File: src/rtl/ika2151_acc_pkg.sv
// rtl/ika2151_acc_pkg.sv - shared constants and float pair type for the output accumulator
package ika2151_acc_pkg;
  localparam int         ACC_WIDTH_DEF  = 20;
  localparam logic [4:0] NOISE_SLOT_DEF = 5'd31;
  localparam logic [4:0] FRAME_END_SLOT = 5'd31;
  localparam int         SAT_MAX        = 32767;
  localparam int         SAT_MIN        = -32768;
  localparam int         EXP_W          = 3;
  localparam int         MAN_W          = 10;

  typedef struct packed {
    logic [EXP_W-1:0]        fexp;
    logic signed [MAN_W-1:0] fman;
  } fp_t;
endpackage

File: src/rtl/ika2151_acc_if.sv
// rtl/ika2151_acc_if.sv - slot sample inputs and latched sample outputs of the accumulator
interface ika2151_acc_if;
  logic [4:0]         i_SLOT;
  logic signed [13:0] i_OP_OUT;
  logic               i_OP_IS_CARRIER;
  logic [1:0]         i_CH_RL;
  logic               i_NE;
  logic signed [13:0] i_ACC_NOISE;
  logic signed [15:0] o_L;
  logic signed [15:0] o_R;
  logic [2:0]         o_L_EXP;
  logic signed [9:0]  o_L_MAN;
  logic [2:0]         o_R_EXP;
  logic signed [9:0]  o_R_MAN;
  logic               o_SAMPLE_VALID;

  modport master (
    output i_SLOT, i_OP_OUT, i_OP_IS_CARRIER, i_CH_RL, i_NE, i_ACC_NOISE,
    input  o_L, o_R, o_L_EXP, o_L_MAN, o_R_EXP, o_R_MAN, o_SAMPLE_VALID
  );
  modport slave (
    input  i_SLOT, i_OP_OUT, i_OP_IS_CARRIER, i_CH_RL, i_NE, i_ACC_NOISE,
    output o_L, o_R, o_L_EXP, o_L_MAN, o_R_EXP, o_R_MAN, o_SAMPLE_VALID
  );
endinterface

File: src/rtl/ika2151_acc_fpconv.sv
// rtl/ika2151_acc_fpconv.sv - 16-bit signed sample to 3-bit exponent / 10-bit mantissa encoder
module ika2151_acc_fpconv
  import ika2151_acc_pkg::*;
(
  input  logic signed [15:0] i_V,
  output fp_t                o_FP
);
  logic [2:0] w_n;
  logic       w_run;
  logic [2:0] w_exp;

  always_comb begin
    w_n   = 3'd0;
    w_run = 1'b1;
    // leading sign-copy run below the sign bit, limited to six bits
    for (int i = 14; i >= 9; i--) begin
      if (w_run && (i_V[i] == i_V[15])) w_n = w_n + 3'd1;
      else                               w_run = 1'b0;
    end
    w_exp     = 3'd7 - w_n;
    o_FP.fexp = w_exp;
    o_FP.fman = MAN_W'(i_V >>> (w_exp - 3'd1));
  end
endmodule

File: src/rtl/ika2151_acc.sv
// rtl/ika2151_acc.sv - per-frame L/R carrier accumulation with noise substitution, saturation and float output
module ika2151_acc
  import ika2151_acc_pkg::*;
#(
  parameter int         ACC_WIDTH  = ACC_WIDTH_DEF,
  parameter logic [4:0] NOISE_SLOT = NOISE_SLOT_DEF
) (
  input  logic         i_EMUCLK,
  input  logic         i_MRST,
  input  logic         i_phi1_NCEN_n,
  ika2151_acc_if.slave bus
);
  localparam logic signed [ACC_WIDTH-1:0] L_MAX = ACC_WIDTH'(SAT_MAX);
  localparam logic signed [ACC_WIDTH-1:0] L_MIN = ACC_WIDTH'(SAT_MIN);

  logic signed [ACC_WIDTH-1:0] r_acc_l, r_acc_r;
  logic signed [ACC_WIDTH-1:0] w_src_ext, w_term_l, w_term_r, w_sum_l, w_sum_r;
  logic signed [13:0]          w_src;
  logic signed [15:0]          w_sat_l, w_sat_r;
  fp_t                         w_fp_l, w_fp_r;
  logic                        r_armed;
  logic                        w_tick, w_restart, w_frame_end;

  function automatic logic signed [15:0] f_sat(input logic signed [ACC_WIDTH-1:0] v);
    if (v > L_MAX)      return 16'sh7FFF;
    else if (v < L_MIN) return 16'sh8000;
    else                return v[15:0];
  endfunction

  assign w_tick      = ~i_phi1_NCEN_n;
  assign w_restart   = (bus.i_SLOT == 5'd0);
  assign w_frame_end = (bus.i_SLOT == FRAME_END_SLOT);

  assign w_src     = (bus.i_NE && (bus.i_SLOT == NOISE_SLOT)) ? bus.i_ACC_NOISE : bus.i_OP_OUT;
  assign w_src_ext = {{(ACC_WIDTH-14){w_src[13]}}, w_src};
  assign w_term_l  = (bus.i_OP_IS_CARRIER && bus.i_CH_RL[0]) ? w_src_ext : '0;
  assign w_term_r  = (bus.i_OP_IS_CARRIER && bus.i_CH_RL[1]) ? w_src_ext : '0;
  assign w_sum_l   = w_restart ? w_term_l : r_acc_l + w_term_l;
  assign w_sum_r   = w_restart ? w_term_r : r_acc_r + w_term_r;
  assign w_sat_l   = f_sat(w_sum_l);
  assign w_sat_r   = f_sat(w_sum_r);

  ika2151_acc_fpconv u_fp_l (.i_V(w_sat_l), .o_FP(w_fp_l));
  ika2151_acc_fpconv u_fp_r (.i_V(w_sat_r), .o_FP(w_fp_r));

  // r_armed blocks latching a frame end until a slot 0 has been seen since reset
  always_ff @(posedge i_EMUCLK or posedge i_MRST) begin
    if (i_MRST) begin
      r_acc_l            <= '0;
      r_acc_r            <= '0;
      r_armed            <= 1'b0;
      bus.o_L            <= '0;
      bus.o_R            <= '0;
      bus.o_L_EXP        <= '0;
      bus.o_L_MAN        <= '0;
      bus.o_R_EXP        <= '0;
      bus.o_R_MAN        <= '0;
      bus.o_SAMPLE_VALID <= 1'b0;
    end else if (w_tick) begin
      r_acc_l            <= w_sum_l;
      r_acc_r            <= w_sum_r;
      bus.o_SAMPLE_VALID <= 1'b0;
      if (w_restart) r_armed <= 1'b1;
      if (w_frame_end && r_armed) begin
        bus.o_L            <= w_sat_l;
        bus.o_R            <= w_sat_r;
        bus.o_L_EXP        <= w_fp_l.fexp;
        bus.o_L_MAN        <= w_fp_l.fman;
        bus.o_R_EXP        <= w_fp_r.fexp;
        bus.o_R_MAN        <= w_fp_r.fman;
        bus.o_SAMPLE_VALID <= 1'b1;
      end
    end
  end
endmodule
File: src/flat_wrapper.sv
// flat-port wrapper written by rule: the top's interface ports become plain ports
module ika2151_acc_flat import ika2151_acc_pkg::*;
#(
  parameter int         ACC_WIDTH  = ACC_WIDTH_DEF,
  parameter logic [4:0] NOISE_SLOT = NOISE_SLOT_DEF
)
  (i_EMUCLK, i_MRST, i_phi1_NCEN_n, bus_i_SLOT, bus_i_OP_OUT, bus_i_OP_IS_CARRIER, bus_i_CH_RL, bus_i_NE, bus_i_ACC_NOISE, bus_o_L, bus_o_R, bus_o_L_EXP, bus_o_L_MAN, bus_o_R_EXP, bus_o_R_MAN, bus_o_SAMPLE_VALID);
  ika2151_acc_if bus_i ();
  input  logic i_EMUCLK;
  input  logic i_MRST;
  input  logic i_phi1_NCEN_n;
  input wire logic [$bits(bus_i.i_SLOT)-1:0] bus_i_SLOT;
  input wire logic [$bits(bus_i.i_OP_OUT)-1:0] bus_i_OP_OUT;
  input wire logic [$bits(bus_i.i_OP_IS_CARRIER)-1:0] bus_i_OP_IS_CARRIER;
  input wire logic [$bits(bus_i.i_CH_RL)-1:0] bus_i_CH_RL;
  input wire logic [$bits(bus_i.i_NE)-1:0] bus_i_NE;
  input wire logic [$bits(bus_i.i_ACC_NOISE)-1:0] bus_i_ACC_NOISE;
  output wire logic [$bits(bus_i.o_L)-1:0] bus_o_L;
  output wire logic [$bits(bus_i.o_R)-1:0] bus_o_R;
  output wire logic [$bits(bus_i.o_L_EXP)-1:0] bus_o_L_EXP;
  output wire logic [$bits(bus_i.o_L_MAN)-1:0] bus_o_L_MAN;
  output wire logic [$bits(bus_i.o_R_EXP)-1:0] bus_o_R_EXP;
  output wire logic [$bits(bus_i.o_R_MAN)-1:0] bus_o_R_MAN;
  output wire logic [$bits(bus_i.o_SAMPLE_VALID)-1:0] bus_o_SAMPLE_VALID;
  assign bus_i.i_SLOT = bus_i_SLOT;
  assign bus_i.i_OP_OUT = bus_i_OP_OUT;
  assign bus_i.i_OP_IS_CARRIER = bus_i_OP_IS_CARRIER;
  assign bus_i.i_CH_RL = bus_i_CH_RL;
  assign bus_i.i_NE = bus_i_NE;
  assign bus_i.i_ACC_NOISE = bus_i_ACC_NOISE;
  assign bus_o_L = bus_i.o_L;
  assign bus_o_R = bus_i.o_R;
  assign bus_o_L_EXP = bus_i.o_L_EXP;
  assign bus_o_L_MAN = bus_i.o_L_MAN;
  assign bus_o_R_EXP = bus_i.o_R_EXP;
  assign bus_o_R_MAN = bus_i.o_R_MAN;
  assign bus_o_SAMPLE_VALID = bus_i.o_SAMPLE_VALID;
  ika2151_acc #(.ACC_WIDTH(ACC_WIDTH), .NOISE_SLOT(NOISE_SLOT)) u_core (.i_EMUCLK(i_EMUCLK), .i_MRST(i_MRST), .i_phi1_NCEN_n(i_phi1_NCEN_n), .bus(bus_i));
endmodule
File: config.mk
export PLATFORM = sky130hd
export DESIGN_NAME = ika2151_acc_flat
export DESIGN_NICKNAME = d
export VERILOG_FILES = /design/src/rtl/ika2151_acc_pkg.sv /design/src/rtl/ika2151_acc_if.sv /design/src/rtl/ika2151_acc_fpconv.sv /design/src/rtl/ika2151_acc.sv /design/src/flat_wrapper.sv
export SDC_FILE = /design/constraint.sdc
export NUM_CORES = 1
export LEC_CHECK = 0
export CORE_MARGIN = 2
export CORE_UTILIZATION = 46
export CTS_CLUSTER_DIAMETER = 200
export DETAILED_ROUTE_END_ITERATION = 6
export PLACE_DENSITY_LB_ADDON = 0.08
export SLEW_MARGIN = 20
export SYNTH_ARGS = -nofsm -noshare
export SYNTH_HDL_FRONTEND = slang
export SYNTH_SLANG_ARGS = --single-unit
File: constraint.sdc
create_clock -name i_EMUCLK -period 8 [get_ports i_EMUCLK]
set_input_delay 2 -clock i_EMUCLK [delete_from_list [all_inputs] [get_ports i_EMUCLK]]
set_output_delay 2 -clock i_EMUCLK [all_outputs]
set_load 0.02 [all_outputs]
==> summary.md <==
* 0 — Remaining Overflow, GRT
* 41.8% — worst slew slack as a fraction of its limit
* 73 — pin count of the biggest net entering global routing
* 1,212 — Syn Inst Count
* 17.9% — sequential power share
* 1,660 — nets
* 9 — number of buffers inserted during clock tree synthesis
* 0 — number of antenna violations at the first check in global routing
* 5 — Pre-antenna DRT Iters
* 0.00652 µW — Lkg Pwr
* -617 ps — worst setup slack after layout
* 68.0% — Finished Core Util
* 5.68 — via-per-instance ratio
* 149 µm — Die Wd
* sky130_fd_sc_hd__dfrtp_1 26%, sky130_fd_sc_hd__nand2_1 6.6%, sky130_fd_sc_hd__mux2i_1 6.1%, sky130_fd_sc_hd__ha_1 4.9%, sky130_fd_sc_hd__a21oi_1 4.7% — main area contributors after synthesis
* setup timing — violated checks
* 98 — count of buffers inserted at the top-level ports
* 4720 µW — overall power of the completed layout
* 20,800 µm² — Floorplan Core Area
* 8620 ps — post-route minimum period
* 171 x sky130_fd_sc_hd__nand2_1, 114 x sky130_fd_sc_hd__nor2_1, 100 x sky130_fd_sc_hd__dfrtp_1 — synth cell count leaders
* primary input — Critical Path Source Type
* 72.6% — power share of the combinational group
* yes — unrepaired setup endpoints after global routing
* 108% — crit share post-route
* u_core.bus.o_L_MAN[4] — endpoint of the most critical register-to-register path
* 8240 ps — data required time of the worst path
* 2 — buffers from clock root to sink, at most
* 16.9 ps — Setup Skew
* 100 — total of flip-flops plus latches after synthesis
* 0.907 — RePlAce Congestion
* 334 nW/µm² — areal power density over the cells
* 2560 µW — internal power component
* 8860 ps — data arrival time of the critical path
* 25.9% — fraction of post-synthesis cell area in the top cell type by area
* 100% — proportion of synthesized flip-flops having asynchronous set or reset
* 5 — critical path peak fanout
* u_core.bus.o_R[12] — WHS Endpoint
* 7290 µm² — Multi-input gate area
* 17.8 µm — WL/cell
* 33,100 µm — drt total wl
* 53,700 µm — wire length of the first global-routing pass
* 560 ps — delay of the slowest cell on the worst path
* u_core.r_acc_l[1] — startpoint of the lowest-slack register-to-register path
* flop to flop — path category of the worst min-delay check
* 3 — H-tree depth
* 1,292 — synthesized net count
* 46.3% — Layout area overhead
* finished with violations — status
* 22,200 µm² — Die Outline Area
* sky130_fd_sc_hd__or4_4 — crit path max-delay cell type
* 20 — Final Setup Violations
* 2500 µm² — register area
* 80 ps — clock transition time at the flip-flop clock pins of the worst setup and hold paths
* 0 — max-slew violations
* sky130_fd_sc_hd__clkbuf_16 — CTS root buf
* 45.8% — sw frac
* 0 — post-route antenna net violation count
* 10,458 — vias in the first global route
* primary input to flop — kind of critical path
* u_core.bus.o_R[12] — Worst Hold Launch
* 10,570 — routed via count
* -9350 ps — Setup TNS Final
* 53 — number of standard-cell rows in the floorplan
* 25,000 µm — dpl hpwl
* 0.247 mV — maximum vdd drop
* 869 ps — slew at the pin closest to its max-slew limit
* 0 — DRC violation count after routing
* 108 — distinct cell type count of the synthesized netlist
* 0 — Synthesis Warnings
* 9.5% — clock network fraction of total power
* 25.9% — portion of the post-synthesis area used by sequential elements
* 0 — reported max-cap violation count
* 2160 µW — net switching power
* 99 — number of I/O pins
* 30.2% — global routing usage summed across all routing layers
* 116 MHz — timing-limited maximum frequency
* 29 — worst reg2reg path depth
* 725 — Initial DRC Count
* sky130_fd_sc_hd__dfrtp_1 — predominant post-synthesis flop cell
* sky130_fd_sc_hd__dfrtp_1 — library cell with the largest summed area after synthesis
* sky130_fd_sc_hd__nor2_2 — Most common cell on crit path
* 9680 µm² — Netlist Area Pre-Place
* 2 — Hold Path Depth
* 1440 ps — R2R Setup Slk
* 100 — TritonCTS Sinks
* 7.98 µm² — Avg Cell Area, Syn
* 1,753 — final-layout fill cell count
* 0 — final antenna diode count
* 149 µm — vertical die dimension
* built — CTS tree
* 370 ps — later-pin clock latency in the skew report
* 0 — total count of hold-check failures in the final report
* flop — Worst Setup End Kind
* 0 — count of flip-flops with a built-in enable after synthesis
* 46.5% — initial standard-cell utilization of the core
* 33.4% — proportion of layout cells with a drive suffix above 1
* sky130_fd_sc_hd__nand2_1 — most common cell in the netlist
critical path, delay by kind of cell:
kind                     cells  cell delay (ps)
AND/OR/NAND/NOR             13             2300
multiplexers                 5             1580
AO/OA/AOI/OAI                7             1220
adder cells (fa/ha/maj)      5             1170
buffers and inverters        4              410
XOR/XNOR                     1              160
per-stage QoR:
| step | setup slack, ps | area, µm² | hold slack (ps) | cells |
|---|---|---|---|---|
| global placement | -1410 | 13000 | 450 | 1800 |
| finish | -617 | 14200 | 474 | 1860 |
| detailed placement | -1580 | 13000 | 455 | 1800 |
| CTS | -478 | 13900 | 479 | 1841 |
| floorplan | -824 | 9880 | 435 | 1212 |
| global route | -926 | 14200 | 502 | 1860 |
sequential cells by signal, indices dropped and copies added (netlist names):
register                   count
u_core.bus.o_L                16
u_core.bus.o_L_EXP             3
u_core.bus.o_L_MAN            10
u_core.bus.o_R_EXP             3
u_core.r_armed                 1
u_core.r_acc_r                20
u_core.bus.o_R                16
u_core.bus.o_SAMPLE_VALID      1
u_core.r_acc_l                20
u_core.bus.o_R_MAN            10
how the worst max path moves through the flow:
| stage | start | to | slack, ps | cells past startpoint |
|---|---|---|---|---|
| after floorplan | bus_i_SLOT[3] | u_core.bus.o_L_MAN[0] | -820 | 33 |
| after global placement | bus_i_SLOT[4] | u_core.bus.o_R_MAN[6] | -1410 | 30 |
| after detailed placement | bus_i_SLOT[4] | u_core.bus.o_L_MAN[7] | -1580 | 35 |
| after CTS | bus_i_SLOT[3] | u_core.bus.o_L_MAN[4] | -480 | 34 |
| after global routing | bus_i_SLOT[2] | u_core.bus.o_L_MAN[4] | -930 | 35 |
| final | bus_i_SLOT[2] | u_core.bus.o_L_MAN[4] | -620 | 35 |
power by group through the flow:
stage,registers (µW),clock network (µW),logic [µW]
after global routing,869,480,3730
after floorplan,880,0,1870
after CTS,842,461,3340
after detailed placement,841,0,3190
after global placement,838,0,3160
final,845,451,3430
cells by family after synthesis:
| group | synth area share [%] |
|---|---|
| AO/OA/AOI/OAI | 25.4 |
| XOR/XNOR | 3.80 |
| adder cells (fa/ha/maj) | 5.75 |
| buffers and inverters | 5.30 |
| flip-flops | 25.9 |
| multiplexers | 10.7 |
| AND/OR/NAND/NOR | 23.2 |
layer usage:
| layer | vias to the layer above | global-route usage [%] | wire length, µm |
|---|---|---|---|
| met5 | - | 0 | 0 |
| met4 | 0 | 10.5 | 1070 |
| met3 | 59 | 4.13 | 1460 |
| met2 | 294 | 51.8 | 16200 |
| met1 | 5041 | 39.2 | 14300 |
| li1 | 5176 | - | - |
timing repair:
item | 4_1_cts | 5_1_grt
hold endpoints to repair | 0 | 0
pin swaps | 55 | 34
setup buffers | 24 | 19
cloned | 2 | 0
hold buffers | 0 | 0
endpoints found under the setup margin | 22 | 20
gates resized for setup | 113 | 27
layout by cell type, fill, tap and decap left out, types with 17 or more instances in the layout:
| cell | netlist | layout |
|---|---|---|
| sky130_fd_sc_hd__a21o_1 | 17 | 17 |
| sky130_fd_sc_hd__a21oi_1 | 91 | 81 |
| sky130_fd_sc_hd__buf_4 | 4 | 317 |
| sky130_fd_sc_hd__clkdlybuf4s50_1 | 0 | 88 |
| sky130_fd_sc_hd__dfrtp_1 | 100 | 100 |
| sky130_fd_sc_hd__ha_1 | 38 | 26 |
| sky130_fd_sc_hd__inv_1 | 40 | 37 |
| sky130_fd_sc_hd__mux2_2 | 21 | 18 |
| sky130_fd_sc_hd__mux2i_1 | 59 | 51 |
| sky130_fd_sc_hd__nand2_1 | 171 | 165 |
| sky130_fd_sc_hd__nand3_1 | 29 | 27 |
| sky130_fd_sc_hd__nand4_1 | 19 | 19 |
| sky130_fd_sc_hd__nor2_1 | 114 | 100 |
| sky130_fd_sc_hd__nor3_1 | 28 | 25 |
| sky130_fd_sc_hd__o21ai_0 | 81 | 77 |
| sky130_fd_sc_hd__xnor2_1 | 31 | 30 |
cell type report:
type,instances,area share [%]
clock inverters,7,0.477
repair buffers,431,25.2
inverters,41,1.11
well taps,275,2.43
flip-flops and latches,100,17.7
multi-input cells,997,51.5
clock buffers,9,1.59
Power figures use the tool's default switching activity.
